### src/rtl/bip_loader.sv
// bip_loader: host-to-BIP half of the serial link.
//   Receives a UART byte stream with an oversampling receiver clocked by the
//   shared baud tick, decodes it into a program image, writes the words into
//   BIP program memory and then pulses a start strobe to the processor.
//   Frame format: byte0 = N (word count, 0 ignored), then 2N bytes, each
//   word sent high byte first.
// Ports:
//   clk          system clock
//   rst          synchronous active-high reset
//   i_baud_rate  one-clk baud tick, OVERSAMPLE ticks per bit
//   i_rx         serial line, idles high
//   o_mem_we     program memory write strobe (one clk per word)
//   o_mem_addr   program memory word address (held between writes)
//   o_mem_data   instruction word (held between writes)
//   o_bip_start  one-clk pulse once the whole program is written
//   o_busy       high from count-byte accept until start pulse or abort
//   o_err        one-clk pulse on framing error or inter-byte timeout
module bip_loader #(
   parameter int OVERSAMPLE = 16,
   parameter int TIMEOUT    = 4096
) (
   input  logic        clk,
   input  logic        rst,
   input  logic        i_baud_rate,
   input  logic        i_rx,
   output logic        o_mem_we,
   output logic [7:0]  o_mem_addr,
   output logic [15:0] o_mem_data,
   output logic        o_bip_start,
   output logic        o_busy,
   output logic        o_err
);

   localparam int TW = $clog2(OVERSAMPLE);
   localparam int OW = $clog2(TIMEOUT + 1);
   localparam logic [TW-1:0] HALF_M1 = TW'(OVERSAMPLE / 2 - 1);
   localparam logic [TW-1:0] FULL_M1 = TW'(OVERSAMPLE - 1);
   localparam logic [OW-1:0] TO_M1   = OW'(TIMEOUT - 1);

   typedef enum logic [1:0] {R_IDLE, R_START, R_DATA, R_STOP} rx_state_t;
   typedef enum logic [2:0] {P_COUNT, P_HIGH, P_LOW, P_WRITE, P_START} p_state_t;

   // ---------------- input synchronizer ----------------
   logic r_rx_meta, r_rx_sync;

   // Reset to the idle level so no false start bit is seen out of reset.
   always_ff @(posedge clk) begin
      if (rst) begin
         r_rx_meta <= 1'b1;
         r_rx_sync <= 1'b1;
      end else begin
         r_rx_meta <= i_rx;
         r_rx_sync <= r_rx_meta;
      end
   end

   // ---------------- UART receiver ----------------
   rx_state_t       r_rx_state, w_rx_next;
   logic [TW-1:0]   r_tick;
   logic [2:0]      r_bit;
   logic [7:0]      r_shift;
   logic            w_tick_clr, w_tick_inc, w_shift_en, w_bit_clr;
   logic            w_byte_valid, w_frame_err;

   always_comb begin
      w_rx_next    = r_rx_state;
      w_tick_clr   = 1'b0;
      w_tick_inc   = 1'b0;
      w_shift_en   = 1'b0;
      w_bit_clr    = 1'b0;
      w_byte_valid = 1'b0;
      w_frame_err  = 1'b0;
      case (r_rx_state)
         R_IDLE: begin
            if (!r_rx_sync) begin
               w_rx_next  = R_START;
               w_tick_clr = 1'b1;
               w_bit_clr  = 1'b1;
            end
         end
         R_START: begin
            if (i_baud_rate) begin
               if (r_tick == HALF_M1) begin
                  // Mid start bit: a high line here means it was a glitch.
                  w_tick_clr = 1'b1;
                  w_rx_next  = r_rx_sync ? R_IDLE : R_DATA;
               end else begin
                  w_tick_inc = 1'b1;
               end
            end
         end
         R_DATA: begin
            if (i_baud_rate) begin
               if (r_tick == FULL_M1) begin
                  w_tick_clr = 1'b1;
                  w_shift_en = 1'b1;
                  if (r_bit == 3'd7) w_rx_next = R_STOP;
               end else begin
                  w_tick_inc = 1'b1;
               end
            end
         end
         R_STOP: begin
            if (i_baud_rate) begin
               if (r_tick == FULL_M1) begin
                  w_tick_clr   = 1'b1;
                  w_byte_valid = r_rx_sync;
                  w_frame_err  = ~r_rx_sync;
                  w_rx_next    = R_IDLE;
               end else begin
                  w_tick_inc = 1'b1;
               end
            end
         end
         default: w_rx_next = R_IDLE;
      endcase
   end

   always_ff @(posedge clk) begin
      if (rst) begin
         r_rx_state <= R_IDLE;
         r_tick     <= '0;
         r_bit      <= '0;
         r_shift    <= '0;
      end else begin
         r_rx_state <= w_rx_next;
         if (w_tick_clr)      r_tick <= '0;
         else if (w_tick_inc) r_tick <= r_tick + 1'b1;
         if (w_bit_clr) begin
            r_bit <= '0;
         end else if (w_shift_en) begin
            r_bit   <= r_bit + 1'b1;
            r_shift <= {r_rx_sync, r_shift[7:1]};   // LSB first
         end
      end
   end

   // ---------------- frame parser ----------------
   p_state_t        r_pstate, w_p_next;
   logic [7:0]      r_n, r_addr, r_hi, r_mem_addr;
   logic [15:0]     r_mem_data;
   logic [OW-1:0]   r_to_cnt;
   logic            r_busy, r_err;
   logic            w_waiting, w_timeout, w_last;

   assign w_waiting = (r_pstate == P_HIGH) || (r_pstate == P_LOW);
   // A byte arriving on the same clk as the timeout wins.
   assign w_timeout = w_waiting && i_baud_rate && !w_byte_valid && (r_to_cnt == TO_M1);
   assign w_last    = (r_addr == r_n - 8'd1);

   always_comb begin
      w_p_next = r_pstate;
      case (r_pstate)
         P_COUNT: if (w_byte_valid && r_shift != 8'd0) w_p_next = P_HIGH;
         P_HIGH: begin
            if (w_byte_valid)   w_p_next = P_LOW;
            else if (w_timeout) w_p_next = P_COUNT;
         end
         P_LOW: begin
            if (w_byte_valid)   w_p_next = P_WRITE;
            else if (w_timeout) w_p_next = P_COUNT;
         end
         P_WRITE: w_p_next = w_last ? P_START : P_HIGH;
         P_START: w_p_next = P_COUNT;
         default: w_p_next = P_COUNT;
      endcase
   end

   always_ff @(posedge clk) begin
      if (rst) begin
         r_pstate   <= P_COUNT;
         r_n        <= '0;
         r_addr     <= '0;
         r_hi       <= '0;
         r_mem_addr <= '0;
         r_mem_data <= '0;
         r_to_cnt   <= '0;
         r_busy     <= 1'b0;
         r_err      <= 1'b0;
      end else begin
         r_pstate <= w_p_next;
         r_err    <= w_frame_err | w_timeout;
         if (!w_waiting || w_byte_valid || w_timeout) r_to_cnt <= '0;
         else if (i_baud_rate)                        r_to_cnt <= r_to_cnt + 1'b1;
         case (r_pstate)
            P_COUNT: begin
               if (w_byte_valid && r_shift != 8'd0) begin
                  r_n    <= r_shift;
                  r_addr <= '0;
                  r_busy <= 1'b1;
               end
            end
            P_HIGH: begin
               if (w_byte_valid)   r_hi   <= r_shift;
               else if (w_timeout) r_busy <= 1'b0;
            end
            P_LOW: begin
               // Output address/data are separate registers so they hold
               // across the address increment that follows the write.
               if (w_byte_valid) begin
                  r_mem_addr <= r_addr;
                  r_mem_data <= {r_hi, r_shift};
               end else if (w_timeout) begin
                  r_busy <= 1'b0;
               end
            end
            P_WRITE: if (!w_last) r_addr <= r_addr + 8'd1;
            P_START: r_busy <= 1'b0;
            default: ;
         endcase
      end
   end

   assign o_mem_we    = (r_pstate == P_WRITE);
   assign o_bip_start = (r_pstate == P_START);
   assign o_mem_addr  = r_mem_addr;
   assign o_mem_data  = r_mem_data;
   assign o_busy      = r_busy;
   assign o_err       = r_err;

endmodule

### config.mk
export PLATFORM = sky130hd
export DESIGN_NAME = bip_loader
export DESIGN_NICKNAME = d
export VERILOG_FILES = /design/src/rtl/bip_loader.sv
export SDC_FILE = /design/constraint.sdc
export NUM_CORES = 1
export LEC_CHECK = 0
export CAP_MARGIN = 20
export CORE_ASPECT_RATIO = 0.5
export CORE_MARGIN = 2
export CORE_UTILIZATION = 30
export DETAILED_ROUTE_END_ITERATION = 6
export PLACE_DENSITY = 0.45
export SYNTH_ARGS = -nofsm -noshare
export SYNTH_HDL_FRONTEND = slang
export SYNTH_SLANG_ARGS = --single-unit
### constraint.sdc
create_clock -name clk -period 3.05 [get_ports clk]
set_input_delay 0.305 -clock clk [delete_from_list [all_inputs] [get_ports clk]]
set_output_delay 0.305 -clock clk [all_outputs]
set_load 0.1 [all_outputs]
## After elaboration in Yosys (flattened, before gate mapping)

Index checks and enable logic that the tools add are counted.

| storage, ports and cells | value |
|---|---|
| output and inout port bits | 28 |
| bits in registers | 85 |
| word-level logic and storage cells | 115 |
| input port bits | 4 |

| cells by class | value |
|---|---|
| add/subtract/negate cells | 5 |
| reduce and logical (&&, ||, !) cells | 26 |
| eq/ne operators | 24 |
| bitwise logic cells | 3 |
| multiplexer cells | 42 |

Operator list:

| operator | number |
|---|---|
| $ne 2x2->1 const B | 11 |
| $mux 1 | 20 |
| $mux 2 | 9 |
| $mux 8 | 2 |
| $pmux 8 s2 | 1 |
| $mux 3 | 5 |
| $add 13x1->13 const B | 1 |
| $eq 13x12->1 const B | 1 |
| $pmux 3 s4 | 1 |
| $reduce_or 2->1 | 5 |
| $add 8x1->8 const B | 1 |
| $eq 8x8->1 | 1 |
| $pmux 2 s4 | 1 |
| $reduce_and 2->1 | 4 |
| $reduce_and 8->1 | 1 |
| $reduce_bool 8->1 | 1 |
| $sub 8x1->8 const B | 1 |
| $eq 3x2->1 const B | 2 |
| $eq 3x3->1 const B | 2 |
| $pmux 1 s3 | 2 |
| $add 4x1->4 const B | 1 |
| $eq 2x2->1 const B | 2 |
| $eq 4x3->1 const B | 1 |
| $eq 4x4->1 const B | 1 |
| other kinds (16) | 23 |

## Longest topological paths before layout

Gate-level depths: netlist (run 1).

| depth | value |
|---|---|
| word-level depth | 10 |
| mapped depth | 10 |
| depth with buffers taken out | 8 |

## Worst setup path after synthesis (run 1)

Ideal clock, no wire load.

| timing path | value |
|---|---|
| kind | reg2reg |
| start | reg r_pstate[2] |
| end | reg r_addr[7] |
| period minus slack after synthesis | 2177 ps |
| library setup time | 72 ps |
| buffers on the path | 1 |
| cell stages (with the launch flop) | 8 |
| slack | 873 ps |
| arrival time | 2106 ps |
| required time | 2978 ps |
| cells stage by stage | dfxtp_1 clkbuf_1 nand3b_1 inv_1 and3_1 nand4_1 a21oi_1 mux2i_1 |

| between the ends | value |
|---|---|
| longest elaborated chain between the ends | 3 |
| elaborated cells on any way between the ends | 7 |
| those cells by class | eq/ne (3); mux (1); reduce/logical (3) |

RTL lines:

| item | line | source |
|---|---|---|
| from (decl) | 139 | `p_state_t r_pstate, w_p_next;` |
| from (signal assigned) | 181 | `r_pstate <= w_p_next;` |
| $eq 3x2->1 * | n/a |  |
| named net o_mem_we | 26 | `output logic o_mem_we,` |
| $ne 2x2->1 (no source line) / $reduce_bool 2->1 (equally long branches) | n/a |  |
| $reduce_and 3->1 (no source line) | n/a |  |
| to (signal assigned) | 207 | `P_WRITE: if (!w_last) r_addr <= r_addr + 8'd1;` |
| to (decl) | 140 | `logic [7:0] r_n, r_addr, r_hi, r_mem_addr;` |

The timed path passes the listed nets; every way through them passes the cells marked *.
A chain may end at the register's enable or synchronous reset.

## Worst setup path after layout (run 1)

| timing path | value |
|---|---|
| start | reg r_n[0] |
| end | reg r_addr[0] |

| between the ends | value |
|---|---|
| longest elaborated chain between the ends | 4 |

RTL lines:

| item | line | source |
|---|---|---|
| from (decl) | 140 |  |
| from (signal assigned) | 188 | `r_n <= r_shift;` |
| $sub 8x1->8 | 149 | `assign w_last = (r_addr == r_n - 8'd1);` |
| $eq 8x8->1 | 149 |  |
| $ne 2x2->1 (no source line) | n/a |  |
| $reduce_and 3->1 (no source line) | n/a |  |

Every way passes these cells.

==> results of run 1 <==
-- worst max-delay path, cell delays in order (launching register included) --
cell	delay [ns]
dfxtp_1	0.43
inv_1	0.09
ha_1	0.31
xor2_1	0.18
nor2_1	0.09
a21oi_1	0.07
a2111oi_4	0.58
a21oi_2	0.17
mux2_4	0.31
-- cell type report --
| cell class | count | area share |
|---|---|---|
| multi-input cells | 327 | 0.429 |
| clock buffers | 10 | 0.0525 |
| repair buffers | 40 | 0.0798 |
| flip-flops and latches | 85 | 0.374 |
| inverters | 5 | 0.00413 |
| clock inverters | 6 | 0.0151 |
| well taps | 165 | 0.0454 |
-- worst paths after layout --
kind | to | slack, ns
max | r_addr[0] | 0.71
min | r_rx_sync | 0.42
max reg2reg | r_addr[0] | 0.71
min reg2reg | r_rx_sync | 0.42
-- registers in the layout, summed over array words and instances, names as in the netlist, named ones only --
name        count
o_busy          1
o_err           1
o_mem_addr      8
o_mem_data     16
r_addr          8
r_bit           3
r_hi            8
r_n             8
r_pstate        3
r_rx_meta       1
r_rx_state      1
r_rx_sync       1
r_shift         8
r_tick          4
r_to_cnt       13
-- layout by cell type (no fill, tap or decap), drive strengths merged, types with 3 or more instances in the layout --
cell type / Yosys / final
nor3: 7 / 7
clkbuf: 15 / 10
buf: 11 / 14
nand2b: 3 / 3
nand4: 10 / 10
nand3: 7 / 7
nor2: 52 / 52
xor2: 15 / 15
a211oi: 3 / 3
and3: 5 / 5
xnor2: 10 / 10
ha: 6 / 6
mux2i: 26 / 26
nor4: 3 / 3
clkdlybuf4s50: 0 / 26
or2: 4 / 4
o21ai: 6 / 6
nand2: 89 / 89
or3: 8 / 8
inv: 5 / 8
dfxtp: 85 / 85
a21oi: 46 / 46
-- metrics by stage --
step	cells	setup WS, ns	cell area, um2	hold slack (ns)	power, uW
finish	638	0.708	4550	0.417	2310
global route	638	0.523	4550	0.430	2390
CTS	638	0.723	4550	0.420	2340
detailed placement	622	0.710	4240	0.401	1180
global placement	622	0.723	4240	0.400	1180
floorplan	443	0.873	3800	0.389	1170
-- routing by layer --
metal  vias up  track usage  part of all wire
li1       1551            -                 -
met3         9       0.0368             0.037
met2        46        0.200              0.40
met5         -            0                 0
met1      1362        0.204              0.55
met4         0       0.0362             0.011
-- report_power, final --
part	total (uW)	internal [uW]	switching, uW
Combinational	38.0	13.5	24.6
Clock	1160	665	493
Sequential	1110	1110	3.21
-- logic make-up (layout without fill, tap and decap cells) --
group | count (synthesis) | after routing | share of synthesized area
buf+inv | 31 | 61 | 0.0398
fa+ha+maj | 6 | 6 | 0.0198
flops | 85 | 85 | 0.448
mux | 27 | 27 | 0.0724
compound gates | 68 | 68 | 0.107
xor+xnor | 25 | 25 | 0.0576
simple gates | 201 | 201 | 0.255
==> impl_metrics.prom, run 1 <==
# TYPE chip_impl_metric gauge
chip_impl_metric{name="post_synthesis_cell_type_count",unit=""} 48
chip_impl_metric{name="timing.final.crit_period",unit="ns"} 2.34
chip_impl_metric{name="grt_pass1_vias",unit=""} 2911
chip_impl_metric{name="seq_area_frac_synth",unit=""} 0.448
chip_impl_info{name="post_synth_most_frequent_cells",value="nand2_1, dfxtp_1, nor2_1"} 1
chip_impl_metric{name="die-height",unit="um"} 83.6
chip_impl_metric{name="detail_route.vias_per_cell",unit=""} 4.65
chip_impl_metric{name="dieWidth",unit="um"} 163
chip_impl_metric{name="drc",unit=""} 0
chip_impl_metric{name="insertion_delay",unit="ns"} 0.34
chip_impl_info{name="synth.most_common_cell",value="nand2_1"} 1
chip_impl_metric{name="grt_start_max_net_pins",unit=""} 30
chip_impl_metric{name="fillCellCount",unit=""} 1260
chip_impl_metric{name="max_slew.worst_pin.slew",unit="ns"} 0.974
chip_impl_metric{name="post_cts_hold_buffer_count",unit=""} 0
chip_impl_info{name="cts-root-buf",value="clkbuf_16"} 1
chip_impl_metric{name="antenna_left",unit=""} 0
chip_impl_metric{name="vias",unit=""} 2968
chip_impl_metric{name="post_cts_buffers",unit=""} 0
chip_impl_info{name="crit-reg2reg-launch",value="r_n[0]"} 1
chip_impl_metric{name="syn_area_per_cell",unit="um2"} 8.58
chip_impl_metric{name="setup_violations",unit=""} 0
chip_impl_info{name="holdCritPathClass",value="register to register"} 1
chip_impl_metric{name="synth.cell_area",unit="mm2"} 0.00380
chip_impl_metric{name="final_layout_size_suffix_gt1_frac",unit=""} 0.0973
chip_impl_metric{name="flip_flop_and_latch_area",unit="mm2"} 0.00170
chip_impl_metric{name="final.setup_skew",unit="ns"} 0.00803
chip_impl_info{name="timing.critical_path.to_type",value="register"} 1
chip_impl_metric{name="initial_antenna_violation_count",unit=""} 0
chip_impl_info{name="grt_setup_unrepaired",value="no"} 1
chip_impl_metric{name="static_leakage",unit="uW"} 0.00158
chip_impl_metric{name="drt_first_iter_violations",unit=""} 136
chip_impl_metric{name="cts_htree_levels",unit=""} 3
chip_impl_metric{name="grt_util_all_layers",unit=""} 0.140
chip_impl_metric{name="port_buffers",unit=""} 31
chip_impl_metric{name="yosys_warnings",unit=""} 0
chip_impl_metric{name="routed_length_per_placed_instance",unit="um"} 13.8
chip_impl_info{name="worst_hold_startpoint",value="r_rx_meta"} 1
chip_impl_metric{name="synth_top_area_frac",unit=""} 0.448
chip_impl_metric{name="tritoncts_num_sinks",unit=""} 85
chip_impl_metric{name="totalWireLength",unit="mm"} 8.81
chip_impl_info{name="cp-startpoint",value="r_n[0]"} 1
chip_impl_metric{name="r2r.worst_path.cells",unit=""} 8
chip_impl_metric{name="cts_buffers",unit=""} 9
chip_impl_metric{name="timing.setup.tns",unit="ns"} 0
chip_impl_metric{name="max_cap_violations",unit=""} 0
chip_impl_info{name="synth.area.top_cells",value="dfxtp_1, nand2_1, mux2i_1, a21oi_1, nor2_1"} 1
chip_impl_metric{name="nets",unit=""} 478
chip_impl_metric{name="timing.max_slew.rel_slack",unit=""} 0.349
chip_impl_info{name="setup.worst_path.start_class",value="register"} 1
chip_impl_info{name="yosys_most_used_dff",value="dfxtp_1"} 1
chip_impl_metric{name="gpl.final_weighted_congestion",unit=""} 0.758
chip_impl_metric{name="final_max_tran_viols",unit=""} 0
chip_impl_metric{name="multi_input_area",unit="mm2"} 0.00195
chip_impl_info{name="critical_path_class",value="register to register"} 1
chip_impl_metric{name="synth_seq_cells",unit=""} 85
chip_impl_metric{name="syn-num-nets",unit=""} 453
chip_impl_metric{name="ioPinCount",unit=""} 32
chip_impl_metric{name="cp.arrival",unit="ns"} 2.58
chip_impl_metric{name="clk_path_buf_depth",unit=""} 2
chip_impl_metric{name="syn_to_final_growth",unit="%"} 19.7
chip_impl_metric{name="hold_viol",unit=""} 0
chip_impl_info{name="tritoncts",value="yes"} 1
chip_impl_metric{name="async_reset_ff_frac",unit=""} 0
chip_impl_metric{name="pwr_density_cell",unit="mW/mm2"} 508
chip_impl_metric{name="fp-row-count",unit=""} 28
chip_impl_info{name="area_leader_netlist",value="dfxtp_1"} 1
chip_impl_metric{name="place.detailed.hpwl",unit="mm"} 5.76
chip_impl_metric{name="firstDrtPassIters",unit=""} 4
chip_impl_metric{name="number_of_antenna_cells_inserted",unit=""} 0
chip_impl_metric{name="crit_fanout",unit=""} 8
chip_impl_metric{name="grt_overflow_total",unit=""} 0
chip_impl_metric{name="postLayoutCoreUtil",unit=""} 0.376
chip_impl_metric{name="cp_data_required_time",unit="ns"} 3.29
chip_impl_metric{name="worst_voltage_drop_across_the_vdd_grid",unit="V"} 0.000257
chip_impl_metric{name="core_region_area",unit="mm2"} 0.0121
chip_impl_metric{name="clkTransAtPathRegs",unit="ns"} 0.07
chip_impl_metric{name="synth_enable_flop_cells",unit=""} 0
chip_impl_metric{name="hold-path-cell-count",unit=""} 1
chip_impl_metric{name="clock.fmax",unit="MHz"} 427
chip_impl_metric{name="post-route-period-util",unit=""} 0.768
chip_impl_metric{name="synth_cells",unit=""} 443
chip_impl_info{name="status",value="finished clean"} 1
chip_impl_metric{name="post_cts.resized_instances",unit=""} 0
chip_impl_metric{name="initial_utilization",unit=""} 0.314
chip_impl_metric{name="first_pass_grt_wire_length",unit="mm"} 15.2
chip_impl_metric{name="die_area",unit="mm2"} 0.0136
Note: power is estimated with default switching activity, not from simulation.
==> run 2: changes to the inputs <==
==> constraint.sdc (replaced) <==
create_clock -name clk -period 2.3 [get_ports clk]
set_input_delay 0.23 -clock clk [delete_from_list [all_inputs] [get_ports clk]]
set_output_delay 0.23 -clock clk [all_outputs]
set_load 0.1 [all_outputs]
==> run 2 against run 1 <==
Net effect:
- cell count is 3.3% higher
- sequential cell count stayed put
- clock skew is 0.00064 ns higher
- hold slack worse by 0.090 ns
- total power is 36% higher
- fmax is 12% higher
- clock-buffer cell count is 1 lower
- register-to-register slack worse by 0.49 ns
- core utilization is 1.3 points higher
- critical path depth stayed put
- non-clock buffer count is 21 higher
==> impl_metrics.prom, run 2 (same netlist as run 1, synthesis figures left out) <==
# TYPE chip_impl_metric gauge
chip_impl_metric{name="port_buffers",unit=""} 31
chip_impl_metric{name="drc",unit=""} 0
chip_impl_info{name="tritoncts",value="yes"} 1
chip_impl_metric{name="place_inst",unit=""} 643
chip_impl_metric{name="timing.setup.tns",unit="ns"} 0
chip_impl_metric{name="instances_no_fill",unit=""} 659
chip_impl_info{name="most-common-layout-cells",value="nand2_1, dfxtp_1, buf_4"} 1
chip_impl_metric{name="cp_data_required_time",unit="ns"} 2.53
chip_impl_metric{name="final.setup_skew",unit="ns"} 0.00867
chip_impl_metric{name="first_pass_grt_wire_length",unit="mm"} 15.1
chip_impl_metric{name="p_sw",unit="uW"} 685
chip_impl_metric{name="ioPinCount",unit=""} 32
chip_impl_info{name="timing.critical_path.to_type",value="register"} 1
chip_impl_metric{name="hold_viol",unit=""} 0
chip_impl_metric{name="flip_flop_and_latch_area",unit="mm2"} 0.00170
chip_impl_metric{name="grt_overflow_total",unit=""} 0
chip_impl_metric{name="antenna_left",unit=""} 0
chip_impl_metric{name="die_area",unit="mm2"} 0.0136
chip_impl_metric{name="insertion_delay",unit="ns"} 0.34
chip_impl_metric{name="finalInstanceArea",unit="mm2"} 0.00471
chip_impl_metric{name="dieWidth",unit="um"} 163
chip_impl_metric{name="worst_voltage_drop_across_the_vdd_grid",unit="V"} 0.000318
chip_impl_info{name="grt_setup_unrepaired",value="no"} 1
chip_impl_metric{name="setup_violations",unit=""} 0
chip_impl_metric{name="finalWorstSetupSlack",unit="ns"} 0.217
chip_impl_metric{name="seq_power_share",unit=""} 0.470
chip_impl_metric{name="final_max_tran_viols",unit=""} 0
chip_impl_info{name="cts-root-buf",value="clkbuf_16"} 1
chip_impl_metric{name="vias",unit=""} 3014
chip_impl_metric{name="grt_pass1_vias",unit=""} 2850
chip_impl_info{name="setup.worst_path.start_class",value="register"} 1
chip_impl_metric{name="fp-row-count",unit=""} 28
chip_impl_metric{name="final_layout_size_suffix_gt1_frac",unit=""} 0.184
chip_impl_metric{name="cp.arrival",unit="ns"} 2.31
chip_impl_metric{name="report.power.total",unit="uW"} 3150
chip_impl_metric{name="p_sw_frac",unit=""} 0.218
chip_impl_metric{name="grt_util_all_layers",unit=""} 0.140
chip_impl_metric{name="initial_utilization",unit=""} 0.314
chip_impl_metric{name="clkTransAtPathRegs",unit="ns"} 0.07
chip_impl_metric{name="max_cap_violations",unit=""} 0
chip_impl_metric{name="power.clock.fraction",unit=""} 0.514
chip_impl_metric{name="cts_htree_levels",unit=""} 3
chip_impl_metric{name="place.detailed.hpwl",unit="mm"} 6.21
chip_impl_metric{name="die-height",unit="um"} 83.6
chip_impl_metric{name="detail_route.vias_per_cell",unit=""} 4.57
chip_impl_metric{name="cell_internal_pwr",unit="uW"} 2460
chip_impl_metric{name="postPlaceCellArea",unit="mm2"} 0.00438
chip_impl_metric{name="post_cts_hold_buffer_count",unit=""} 0
chip_impl_metric{name="nets",unit=""} 499
chip_impl_metric{name="dp_slack",unit="ns"} 0.167
chip_impl_metric{name="static_leakage",unit="uW"} 0.00177
chip_impl_metric{name="post-route-period-util",unit=""} 0.906
chip_impl_metric{name="largest_register_ff_count",unit=""} 16
chip_impl_metric{name="core_region_area",unit="mm2"} 0.0121
chip_impl_metric{name="initial_antenna_violation_count",unit=""} 0
chip_impl_info{name="holdCritPathClass",value="input pin to register"} 1
chip_impl_metric{name="pwr_density_cell",unit="mW/mm2"} 668
chip_impl_info{name="layout.cells.most_common",value="nand2_1"} 1
chip_impl_metric{name="firstDrtPassIters",unit=""} 4
chip_impl_metric{name="totalWireLength",unit="mm"} 9.08
chip_impl_metric{name="number_of_antenna_cells_inserted",unit=""} 0
chip_impl_metric{name="cts_buffers",unit=""} 9
chip_impl_metric{name="max_slew.worst_pin.slew",unit="ns"} 0.529
chip_impl_metric{name="fillCellCount",unit=""} 1220
chip_impl_metric{name="post_cts_buffers",unit=""} 0
chip_impl_metric{name="p_comb_frac",unit=""} 0.016
chip_impl_metric{name="tritoncts_num_sinks",unit=""} 85
chip_impl_info{name="status",value="finished clean"} 1
chip_impl_metric{name="timing.final.crit_period",unit="ns"} 2.08
chip_impl_info{name="critical_path_class",value="register to register"} 1
chip_impl_metric{name="routed_length_per_placed_instance",unit="um"} 13.8
chip_impl_metric{name="multi_input_area",unit="mm2"} 0.00195
chip_impl_metric{name="syn_to_final_growth",unit="%"} 23.9
chip_impl_metric{name="crit_fanout",unit=""} 8
chip_impl_metric{name="clk_path_buf_depth",unit=""} 2
chip_impl_metric{name="clock.fmax",unit="MHz"} 480
chip_impl_metric{name="timing.max_slew.rel_slack",unit=""} 0.646
chip_impl_metric{name="gpl.final_weighted_congestion",unit=""} 0.727
chip_impl_metric{name="drt_first_iter_violations",unit=""} 200
chip_impl_metric{name="post_cts.resized_instances",unit=""} 0
chip_impl_metric{name="grt_start_max_net_pins",unit=""} 29
## run 2: cell types whose count changed in the layout (fill, tap and decap cells not counted), sizes merged
cell           before  now
buf                14   59
bufinv              1    2
clkbuf             10    9
clkdlybuf4s50      26    2
## run 2: power groups by stage
stage	sequential, uW	clock [uW]	combinational, uW
6_report	1480	1620	50.4
3_5_place_dp	1510	0	52.0
5_1_grt	1480	1730	57.3
2_1_floorplan	1510	0	38.2
3_3_place_gp	1510	0	52.0
4_1_cts	1480	1670	52.2
## run 2: layout make-up
type | count | area share
flip-flops and latches | 85 | 0.362
clock inverters | 7 | 0.0223
multi-input cells | 327 | 0.415
inverters | 5 | 0.00399
clock buffers | 9 | 0.0478
well taps | 165 | 0.0439
repair buffers | 61 | 0.106
## run 2: final timing paths
kind | start | cells past startpoint | endpoint | slack, ns
setup / recovery | r_n[1] | 8 | r_addr[0] | 0.22
hold / removal | rst | 2 | r_rx_state[0] | 0.33
setup reg to reg | r_n[1] | 8 | r_addr[0] | 0.22
hold reg to reg | r_rx_meta | 1 | r_rx_sync | 0.42
## run 2: per-layer routing
| metal | part of all wire | up-vias | wire, um | global-route usage |
|---|---|---|---|---|
| li1 | - | 1597 | - | - |
| met1 | 0.56 | 1367 | 5070 | 0.207 |
| met2 | 0.40 | 46 | 3610 | 0.196 |
| met3 | 0.034 | 4 | 313 | 0.0397 |
| met4 | 0.0082 | 0 | 74 | 0.0386 |
| met5 | 0 | - | 0 | 0 |
## run 2: critical path: stages (launching register included)
cell,delay (ns)
dfxtp_1,0.40
inv_1,0.09
ha_1,0.29
xor2_1,0.18
nor2_1,0.10
a21oi_1,0.07
a2111oi_4,0.38
a21oi_2,0.15
mux2_4,0.32
## run 2: metrics by stage
stage / hold WS, ns / utilization
floorplan: 0.334 / -
global placement: 0.400 / 0.362
detailed placement: 0.403 / 0.362
CTS: 0.334 / 0.389
global route: 0.359 / 0.389
finish: 0.327 / 0.389
